[src/rtl/fp_addsub_pipe.sv]
// Three-stage IEEE-754-style adder/subtractor: unpack/align, add/LZC, normalise/round/pack.
// One global advance enable moves every stage together, so a stalled output freezes the whole pipe.
module fp_addsub_pipe #(
  parameter int EXP_W = 8,
  parameter int MAN_W = 23
) (
  input  logic                 clk,
  input  logic                 rst_n,
  input  logic                 in_valid,
  output logic                 in_ready,
  input  logic [EXP_W+MAN_W:0] a,
  input  logic [EXP_W+MAN_W:0] b,
  input  logic                 op,
  output logic                 out_valid,
  input  logic                 out_ready,
  output logic [EXP_W+MAN_W:0] sum,
  output logic                 overflow,
  output logic                 underflow,
  output logic                 invalid
);
  localparam int W   = 1 + EXP_W + MAN_W;
  localparam int MW  = MAN_W + 4;          // hidden + fraction + guard/round/sticky
  localparam int SW  = MAN_W + 5;          // MW plus carry-out
  localparam int EW  = EXP_W + 2;          // signed exponent with headroom both ways
  localparam int LZW = $clog2(MW + 1);
  localparam logic [EXP_W-1:0]     EXP_ONES = '1;
  localparam logic [EXP_W-1:0]     SH_MAX   = EXP_W'(MAN_W + 3);
  localparam logic signed [EW-1:0] EXP_INF  = EW'(2**EXP_W - 1);
  localparam logic signed [EW-1:0] ONE_S    = EW'(1);
  localparam logic signed [EW-1:0] ZERO_S   = '0;
  localparam logic [W-1:0]         QNAN     = {1'b0, EXP_ONES, 1'b1, {(MAN_W-1){1'b0}}};

  logic adv;
  assign adv      = !out_valid || out_ready;
  assign in_ready = adv;

  // ---------------- S1: unpack / classify / align ----------------
  logic             s1_sa, s1_sb, s1_a_big;
  logic             nan_a, nan_b, inf_a, inf_b, zero_a, zero_b;
  logic [EXP_W-1:0] s1_ea, s1_eb, s1_diff, s1_sh;
  logic [MAN_W-1:0] s1_fa, s1_fb;
  logic [MW-1:0]    s1_ma, s1_mb, s1_msml, s1_mask;

  logic             v1_d, v1_q, sign1_d, sign1_q, sub1_d, sub1_q;
  logic             spec1_d, spec1_q, inv1_d, inv1_q;
  logic [EXP_W-1:0] exp1_d, exp1_q;
  logic [MW-1:0]    mbig1_d, mbig1_q, msml1_d, msml1_q;
  logic [W-1:0]     sw1_d, sw1_q;

  // NOTE: every always_comb output gets a default before any branch, so no path can infer a latch.
  always_comb begin
    s1_sa   = a[W-1];
    s1_sb   = b[W-1] ^ op;
    s1_ea   = a[W-2:MAN_W];
    s1_eb   = b[W-2:MAN_W];
    s1_fa   = (s1_ea == '0) ? '0 : a[MAN_W-1:0];
    s1_fb   = (s1_eb == '0) ? '0 : b[MAN_W-1:0];
    s1_ma   = {s1_ea != '0, s1_fa, 3'b000};
    s1_mb   = {s1_eb != '0, s1_fb, 3'b000};
    nan_a   = (s1_ea == EXP_ONES) && (a[MAN_W-1:0] != '0);
    nan_b   = (s1_eb == EXP_ONES) && (b[MAN_W-1:0] != '0);
    inf_a   = (s1_ea == EXP_ONES) && (a[MAN_W-1:0] == '0);
    inf_b   = (s1_eb == EXP_ONES) && (b[MAN_W-1:0] == '0);
    zero_a  = (s1_ea == '0);
    zero_b  = (s1_eb == '0);

    s1_a_big = {s1_ea, s1_fa} >= {s1_eb, s1_fb};
    if (s1_a_big) begin
      sign1_d = s1_sa;
      exp1_d  = s1_ea;
      mbig1_d = s1_ma;
      s1_msml = s1_mb;
      s1_diff = s1_ea - s1_eb;
    end else begin
      sign1_d = s1_sb;
      exp1_d  = s1_eb;
      mbig1_d = s1_mb;
      s1_msml = s1_ma;
      s1_diff = s1_eb - s1_ea;
    end

    // Bits pushed below the sticky position are not lost: they fold into sticky.
    s1_sh   = (s1_diff > SH_MAX) ? SH_MAX : s1_diff;
    s1_mask = ~({MW{1'b1}} << s1_sh);
    msml1_d = (s1_msml >> s1_sh) | MW'(|(s1_msml & s1_mask));
    sub1_d  = s1_sa ^ s1_sb;
    v1_d    = in_valid;

    spec1_d = 1'b1;
    inv1_d  = 1'b0;
    sw1_d   = '0;
    if (nan_a || nan_b || (inf_a && inf_b && (s1_sa != s1_sb))) begin
      sw1_d  = QNAN;
      inv1_d = 1'b1;
    end else if (inf_a) begin
      sw1_d = {s1_sa, EXP_ONES, {MAN_W{1'b0}}};
    end else if (inf_b) begin
      sw1_d = {s1_sb, EXP_ONES, {MAN_W{1'b0}}};
    end else if (zero_a && zero_b) begin
      sw1_d = {s1_sa & s1_sb, {(W-1){1'b0}}};
    end else begin
      spec1_d = 1'b0;
    end
  end

  // NOTE: state uses non-blocking assignments so each stage captures its neighbour's pre-edge value.
  always_ff @(posedge clk or negedge rst_n) begin
    if (!rst_n) begin
      v1_q    <= 1'b0;
      sign1_q <= 1'b0;
      sub1_q  <= 1'b0;
      spec1_q <= 1'b0;
      inv1_q  <= 1'b0;
      exp1_q  <= '0;
      mbig1_q <= '0;
      msml1_q <= '0;
      sw1_q   <= '0;
    end else if (adv) begin
      v1_q    <= v1_d;
      sign1_q <= sign1_d;
      sub1_q  <= sub1_d;
      spec1_q <= spec1_d;
      inv1_q  <= inv1_d;
      exp1_q  <= exp1_d;
      mbig1_q <= mbig1_d;
      msml1_q <= msml1_d;
      sw1_q   <= sw1_d;
    end
  end

  // ---------------- S2: add / subtract and leading-zero count ----------------
  logic             v2_d, v2_q, sign2_d, sign2_q, spec2_d, spec2_q, inv2_d, inv2_q;
  logic [EXP_W-1:0] exp2_d, exp2_q;
  logic [SW-1:0]    res2_d, res2_q;
  logic [LZW-1:0]   lzc2_d, lzc2_q;
  logic [W-1:0]     sw2_d, sw2_q;

  always_comb begin
    v2_d    = v1_q;
    sign2_d = sign1_q;
    spec2_d = spec1_q;
    inv2_d  = inv1_q;
    exp2_d  = exp1_q;
    sw2_d   = sw1_q;
    // The big operand's magnitude is never below the aligned small one, so subtraction cannot go negative.
    res2_d  = sub1_q ? ({1'b0, mbig1_q} - {1'b0, msml1_q})
                     : ({1'b0, mbig1_q} + {1'b0, msml1_q});
    lzc2_d  = LZW'(MW);
    for (int i = 0; i < MW; i++) begin
      if (res2_d[i]) lzc2_d = LZW'(MW - 1 - i);
    end
  end

  always_ff @(posedge clk or negedge rst_n) begin
    if (!rst_n) begin
      v2_q    <= 1'b0;
      sign2_q <= 1'b0;
      spec2_q <= 1'b0;
      inv2_q  <= 1'b0;
      exp2_q  <= '0;
      res2_q  <= '0;
      lzc2_q  <= '0;
      sw2_q   <= '0;
    end else if (adv) begin
      v2_q    <= v2_d;
      sign2_q <= sign2_d;
      spec2_q <= spec2_d;
      inv2_q  <= inv2_d;
      exp2_q  <= exp2_d;
      res2_q  <= res2_d;
      lzc2_q  <= lzc2_d;
      sw2_q   <= sw2_d;
    end
  end

  // ---------------- S3: normalise / round / pack ----------------
  logic signed [EW-1:0] s3_e;
  logic [MW-1:0]        s3_norm;
  logic                 s3_inc;
  logic [MAN_W+1:0]     s3_mr;
  logic [MAN_W-1:0]     s3_frac;

  logic         v3_d, v3_q, overflow_d, overflow_q, underflow_d, underflow_q, invalid_d, invalid_q;
  logic [W-1:0] sum_d, sum_q;

  always_comb begin
    s3_e = $signed({2'b00, exp2_q});
    if (res2_q[SW-1]) begin
      s3_norm = {res2_q[SW-1:2], res2_q[1] | res2_q[0]};
      s3_e    = s3_e + ONE_S;
    end else begin
      s3_norm = res2_q[MW-1:0] << lzc2_q;
      s3_e    = s3_e - $signed({{(EW-LZW){1'b0}}, lzc2_q});
    end

    s3_inc = s3_norm[2] & (s3_norm[1] | s3_norm[0] | s3_norm[3]);
    s3_mr  = {1'b0, s3_norm[MW-1:3]} + (MAN_W+2)'(s3_inc);
    if (s3_mr[MAN_W+1]) begin
      s3_frac = '0;
      s3_e    = s3_e + ONE_S;
    end else begin
      s3_frac = s3_mr[MAN_W-1:0];
    end

    sum_d       = '0;
    overflow_d  = 1'b0;
    underflow_d = 1'b0;
    invalid_d   = 1'b0;
    if (spec2_q) begin
      sum_d     = sw2_q;
      invalid_d = inv2_q;
    end else if (res2_q == '0) begin
      sum_d = '0;
    end else if (s3_e >= EXP_INF) begin
      sum_d      = {sign2_q, EXP_ONES, {MAN_W{1'b0}}};
      overflow_d = 1'b1;
    end else if (s3_e <= ZERO_S) begin
      sum_d       = {sign2_q, {(W-1){1'b0}}};
      underflow_d = 1'b1;
    end else begin
      sum_d = {sign2_q, s3_e[EXP_W-1:0], s3_frac};
    end

    // Flags never appear on a bubble.
    overflow_d  = overflow_d  & v2_q;
    underflow_d = underflow_d & v2_q;
    invalid_d   = invalid_d   & v2_q;
    v3_d        = v2_q;
  end

  always_ff @(posedge clk or negedge rst_n) begin
    if (!rst_n) begin
      v3_q        <= 1'b0;
      sum_q       <= '0;
      overflow_q  <= 1'b0;
      underflow_q <= 1'b0;
      invalid_q   <= 1'b0;
    end else if (adv) begin
      v3_q        <= v3_d;
      sum_q       <= sum_d;
      overflow_q  <= overflow_d;
      underflow_q <= underflow_d;
      invalid_q   <= invalid_d;
    end
  end

  assign out_valid = v3_q;
  assign sum       = sum_q;
  assign overflow  = overflow_q;
  assign underflow = underflow_q;
  assign invalid   = invalid_q;

endmodule

[config.mk]
export PLATFORM = sky130hd
export DESIGN_NAME = fp_addsub_pipe
export DESIGN_NICKNAME = d
export VERILOG_FILES = /design/src/rtl/fp_addsub_pipe.sv
export SDC_FILE = /design/constraint.sdc
export NUM_CORES = 1
export LEC_CHECK = 0
export ABC_AREA = 1
export CORE_ASPECT_RATIO = 0.9
export CORE_UTILIZATION = 59
export CTS_CLUSTER_SIZE = 8
export DETAILED_ROUTE_END_ITERATION = 7
export HOLD_SLACK_MARGIN = 0.02
export PLACE_DENSITY = 0.82
export REMOVE_ABC_BUFFERS = 1
export SLEW_MARGIN = 0
export SYNTH_ARGS = -nofsm -noshare
export SYNTH_HDL_FRONTEND = slang
export SYNTH_SLANG_ARGS = --single-unit
[constraint.sdc]
create_clock -name clk -period 6.2 [get_ports clk]
set_clock_uncertainty 0.05 [all_clocks]
set_input_delay 1.24 -clock clk [delete_from_list [all_inputs] [get_ports clk]]
set_output_delay 1.24 -clock clk [all_outputs]
set_load 0.005 [all_outputs]
==> results_dict.tcl <==
set metrics [dict create \
    cts_hold_buf 0 \
    hpwl_um 37400 \
    whs_ns 0.429 \
    gp_congestion 1.11 \
    required_ns 6.44 \
    seq_area_frac_synth_pct 24.9 \
    hp-class "register to register" \
    mostFrequentLayoutCell "nand2_1" \
    worst_slew_pin_slew_ns 1.00 \
    placedInstanceArea_um2 16200 \
    status "finished, final reports clean" \
    clock-root-buffer "clkbuf_16" \
    min_period_ns 5.63 \
    fill_cells 2122 \
    start_util_pct 60.9 \
    clkTransAtPathRegs_ns 0.06 \
    h-tree-depth 4 \
    synth_top_family_by_area "simple AND/OR/NAND/NOR gates" \
    synth_edf_count 0 \
    ant_nets 0 \
    grt_setup_unrepaired "false" \
    place_ws_ns 0.217 \
    slowest_delay_ns 0.47 \
    crit_path_top_delay_cell "clkdlybuf4s50_1" \
    clockBufferDepth 2 \
    antenna_found_initial 1 \
    yosys_warnings 0 \
    portBuffers 105 \
    grt_pass1_wl_um 77600 \
    wl_per_cell_um 17.4 \
    regArea_um2 3730 \
    synth_cell_types 61 \
    wirelength_um 48200 \
    die_w_um 170 \
    crit_top_cell "nand2_1" \
    postLayoutSetupSlackWorst_ns 0.568 \
    drtPass1Iterations 7 \
    syn_area_um2 14900 \
    crit_family "simple AND/OR/NAND/NOR gates" \
    drive_gt1_share_pct 6.11 \
    design_area_um2 16800 \
    drv_cap 0 \
    criticalPathCategory "primary input to register" \
    cts_made_buffers 17 \
    cp.arrival_ns 5.87 \
    dr_total_vias 16227 \
    clkPwrFrac_pct 12.2 \
    layout_common_cells "nand2_1, inv_1, o21ai_0" \
    drv_slew 0 \
    p_per_area_nw_per_um2 474 \
    syn2layout_area_growth_pct 12.1 \
    synth_compound_area_share_pct 17.2 \
    switchingPower_mw 4.19 \
    p_leak_nw 8.44 \
    clk_latency_ns 0.44 \
    irDropWorstVdd_uv 246 \
    synth_flop_cell "dfrtp_1" \
    cts_resized 0 \
    drtIter0Drc 1977 \
    intPower_mw 3.76 \
    drcViolationCount 0 \
    grt_max_degree 183 \
    finalCritPeriodShare_pct 90.8 \
    synthMuxAreaShare_pct 0.469 \
    pin_count 106 \
    fp-row-count 54 \
    final.setup.tns_ns 0 \
    tritoncts "done" \
    grt.total_usage_pct 37.7 \
    crit_fanout 38 \
    finalSetupViolCount 0 \
    p_comb_share_pct 67.1 \
    seqPwrFrac_pct 20.7 \
    switching_share_pct 52.7 \
    synthSimpleGateAreaFrac_pct 35.4 \
    worstSetupStartpointType "primary input" \
    synth_adder_area_share_pct 6.60 \
    die_h_um 153 \
    crit_buf_inv 7 \
    routed_via_density 5.85 \
    post_cts_buffers 0 \
    syn_avg_cell_area_um2 6.32 \
    synth_cells 2365 \
    core_um2 24500 \
    relSlewSlack_pct 32.9 \
    gr-total-overflow 0 \
    antenna_cells 0 \
    end_kind "register" \
    multi_input_area_um2 9600 \
    die_area_um2 26000 \
    grt_pass1_vias 15237 \
    fmax_ghz 0.178 \
    async_flop_share_pct 100 \
    cts.sinks 149 \
    synthXorXnorAreaFrac_pct 4.51 \
    finalHoldViolCount 0 \
    ys_ff_latch 149 \
    fin_nets 2572 \
]
==> power groups by stage <==
stage               combinational [mW]  clock [mW]  sequential (mW)
floorplan                         3.72           0             1.60
global placement                  5.01           0             1.63
detailed placement                5.16           0             1.65
CTS                               5.22       0.966             1.64
global route                      5.96        1.01             1.68
finish                            5.33       0.972             1.65
==> path summary, 6_finish.rpt <==
kind,startpoint,to,slack [ns],depth (start not counted)
setup / recovery,b[24],msml1_q[9],0.57,27
max in group asynchronous,rst_n,mbig1_q[24],4.07,2
min in group asynchronous,rst_n,sum[26],0.87,1
setup reg to reg,msml1_q[0],lzc2_q[3],0.95,24
hold reg to reg,sw1_q[22],sw2_q[22],0.43,2
hold / removal,sw1_q[22],sw2_q[22],0.43,2
==> flip-flops by register name (all words and copies together), names as in the netlist, 3 cells and up <==
name,flops
exp1_q,8
exp2_q,8
lzc2_q,5
mbig1_q,24
msml1_q,27
res2_q,28
sum,32
sw1_q,3
sw2_q,3
==> metrics by stage <==
| step | cells | utilization, % | power [mW] |
|---|---|---|---|
| finish | 2774 | 68.3 | 7.95 |
| global route | 2774 | 68.3 | 8.66 |
| CTS | 2774 | 68.3 | 7.82 |
| detailed placement | 2743 | 66.1 | 6.81 |
| global placement | 2743 | 66.1 | 6.64 |
| floorplan | 2268 | - | 5.32 |
==> worst reg2reg max path: cells and delay by family, from the launching register on <==
| kind | cells | cell delay [ns] |
|---|---|---|
| AND/OR/NAND/NOR | 14 | 2.92 |
| adder cells (fa/ha/maj) | 2 | 0.57 |
| flip-flops | 1 | 0.46 |
| AO/OA/AOI/OAI | 3 | 0.42 |
| buffers and inverters | 3 | 0.38 |
| XOR/XNOR | 2 | 0.33 |
==> layout make-up <==
type,instances,area share (%)
Clock buffer,20,2.61
Clock inverter,11,0.627
Inverter,296,6.64
Multi-Input combinational cell,1823,57.3
Sequential cell,149,22.3
Tap cell,336,2.51
Timing Repair Buffer,139,8.10
==> cells by family after synthesis <==
| group | Yosys count |
|---|---|
| mux | 7 |
| buf+inv | 393 |
| fa+ha+maj | 77 |
| compound gates | 451 |
| flops | 149 |
| xor+xnor | 77 |
| simple gates | 1211 |
==> cells in the mapped netlist (14+ instances only) <==
library cell	n	area [um2]
a21oi_1	81	405
buf_2	19	95.1
clkbuf_1	48	180
dfrtp_1	149	3730
ha_1	74	926
inv_1	279	1050
inv_2	15	56.3
nand2_1	755	2830
nand3_1	135	676
nand4_1	45	282
nor2_1	160	601
nor3_1	19	95.1
nor4_1	18	113
o211ai_1	23	173
o21ai_0	184	921
o21ai_1	73	365
o21ai_2	14	123
o22ai_1	28	175
xnor2_1	33	289
xor2_1	44	385
==> routing by layer <==
metal / wire (um) / global-route usage (%) / vias to the layer above
met5: 0 / 0 / -
met4: 2150 / 18.1 / 0
met3: 3400 / 5.28 / 156
met2: 23000 / 64.5 / 798
met1: 19600 / 46.7 / 7446
li1: - / - / 7827
(Power assumes the default switching activity.)
==> patch, RTL diff (config.mk and constraints unchanged) <==
Set the parameter `EXP_W` to 9 (it was 8).
--- a/src/rtl/fp_addsub_pipe.sv
+++ b/src/rtl/fp_addsub_pipe.sv
@@ -2,5 +2,5 @@
 // One global advance enable moves every stage together, so a stalled output freezes the whole pipe.
 module fp_addsub_pipe #(
-  parameter int EXP_W = 8,
+  parameter int EXP_W = 9,
   parameter int MAN_W = 23
 ) (
Ports: changed (resized a, b and sum); port bits go from 106 to 109. No check against the original RTL was run, so the function may have changed too.
==> patch against the original RTL <==
  * Setup slack lost 0.043 ns
  * Sequential power grew 3%
  * Count of clock-buffer cells in the layout shrank 3
  * Highest routed layer is now met5
  * Maximum frequency shrank 0.76%
  * Power shrank 1.6%
  * Utilization shrank 0.43 points
  * Area after synthesis grew 2.3%
  * Global-route usage grew 0.76 points
  * Cell area grew 2.6%
  * Sequential cell count grew 3
  * Register-to-register slack gained 0.28 ns
  * Wire length grew 4.0%
==> patch: results (changes against the original RTL) <==
timing:
  fin_ws_ns: 0.525  # was 0.568 ns
  timing.hold.ws_ns: 0.430  # was 0.429 ns
placement:
  dpl_cell_area_um2: 16600  # was 16200 um^2
  gp_congestion: 1.01  # was 1.11
  io_buffers: 108  # was 105
final_layout:
  largest_reg_flops: 33  # was 32
  final_nets: 2693  # was 2572
  layout-drive-gt1-share: 0.0544  # was 0.0611
drt:
  drt_iter0_drc: 1898  # was 1977
  wire_per_inst_um: 17.3  # was 17.4 um
worst_setup_path:
  critPathMaxStageDelay_ns: 0.49  # was 0.47 ns
  critPathLaunch: "b[23]"  # was b[24]
  endpoint: "msml1_q[2]"  # was msml1_q[9]
  rrSetupSlack_ns: 1.23  # was 0.95 ns
  cp.arrival_ns: 5.96  # was 5.87 ns
logic_synthesis:
  synth_commonest_cells: "nand2_1, inv_1, nand3_1"  # was nand2_1, inv_1, o21ai_0
  synth.area.top_cells: "dfrtp_1, nand2_1, nand3_1, inv_1, o21ai_0"  # was dfrtp_1, nand2_1, inv_1, ha_1, o21ai_0
global_route:
  grt_pass1_vias: 15752  # was 15237
  grtUsageTotal: 0.385  # was 0.377
  antenna_found_initial: 2  # was 1
status:
  status: "finished, final reports clean"  # unchanged
power:
  vdd_ir_drop_max_mv: 0.235  # was 0.246 mV
  p_leak_nw: 8.83  # was 8.44 nW
worst_hold_path:
  holdPathEnd: "exp2_q[2]"  # was sw2_q[22]
  holdCritStartpoint: "exp1_q[2]"  # was sw1_q[22]
patch: changes by cell type after synthesis, moves of 12 or more:
cell and change:
nor2_1 +12, nand2_1 +85, o21ai_0 +20, o21ai_1 -47, nand3_1 +101
patch: cells by family after synthesis:
group                    count (synthesis)  share of synthesized area
buffers and inverters                  389                      0.105
multiplexers                             1                   0.000654
AO/OA/AOI/OAI                          403                      0.150
XOR/XNOR                                80                     0.0458
AND/OR/NAND/NOR                       1384                      0.385
flip-flops                             152                      0.249
adder cells (fa/ha/maj)                 78                     0.0653
patch: routing by layer:
metal	routed length, um	track usage
met5	13	0
met4	2290	0.173
met3	4110	0.0663
met2	22900	0.632
met1	20800	0.494
patch: final cells by class:
cell class                      instances  area, um^2
Sequential cell                       152        3800
Timing Repair Buffer                  137        1340
Multi-Input combinational cell       1946        9900
Clock inverter                         15         206
Clock buffer                           17         425
Fill cell                            2347        8130
Tap cell                              342         428
Inverter                              290        1090
patch: power by group:
| part | leakage (nW) | switching, mW | internal (mW) |
|---|---|---|---|
| Clock | 0.302 | 0.541 | 0.586 |
| Sequential | 1.89 | 0.373 | 1.33 |
| Combinational | 6.64 | 3.23 | 1.76 |
| Total | 8.83 | 4.14 | 3.68 |
patch: critical path, delay by kind of cell:
kind	cells	cell delay, ns
AO/OA/AOI/OAI	6	1.32
AND/OR/NAND/NOR	13	1.63
buffers and inverters	5	1.46
adder cells (fa/ha/maj)	1	0.27
patch: per-stage QoR:
step,setup TNS (ns),utilization
finish,0,0.679
global route,0,0.679
CTS,0,0.679
detailed placement,0,0.654
global placement,0,0.654
floorplan,-342.48,-
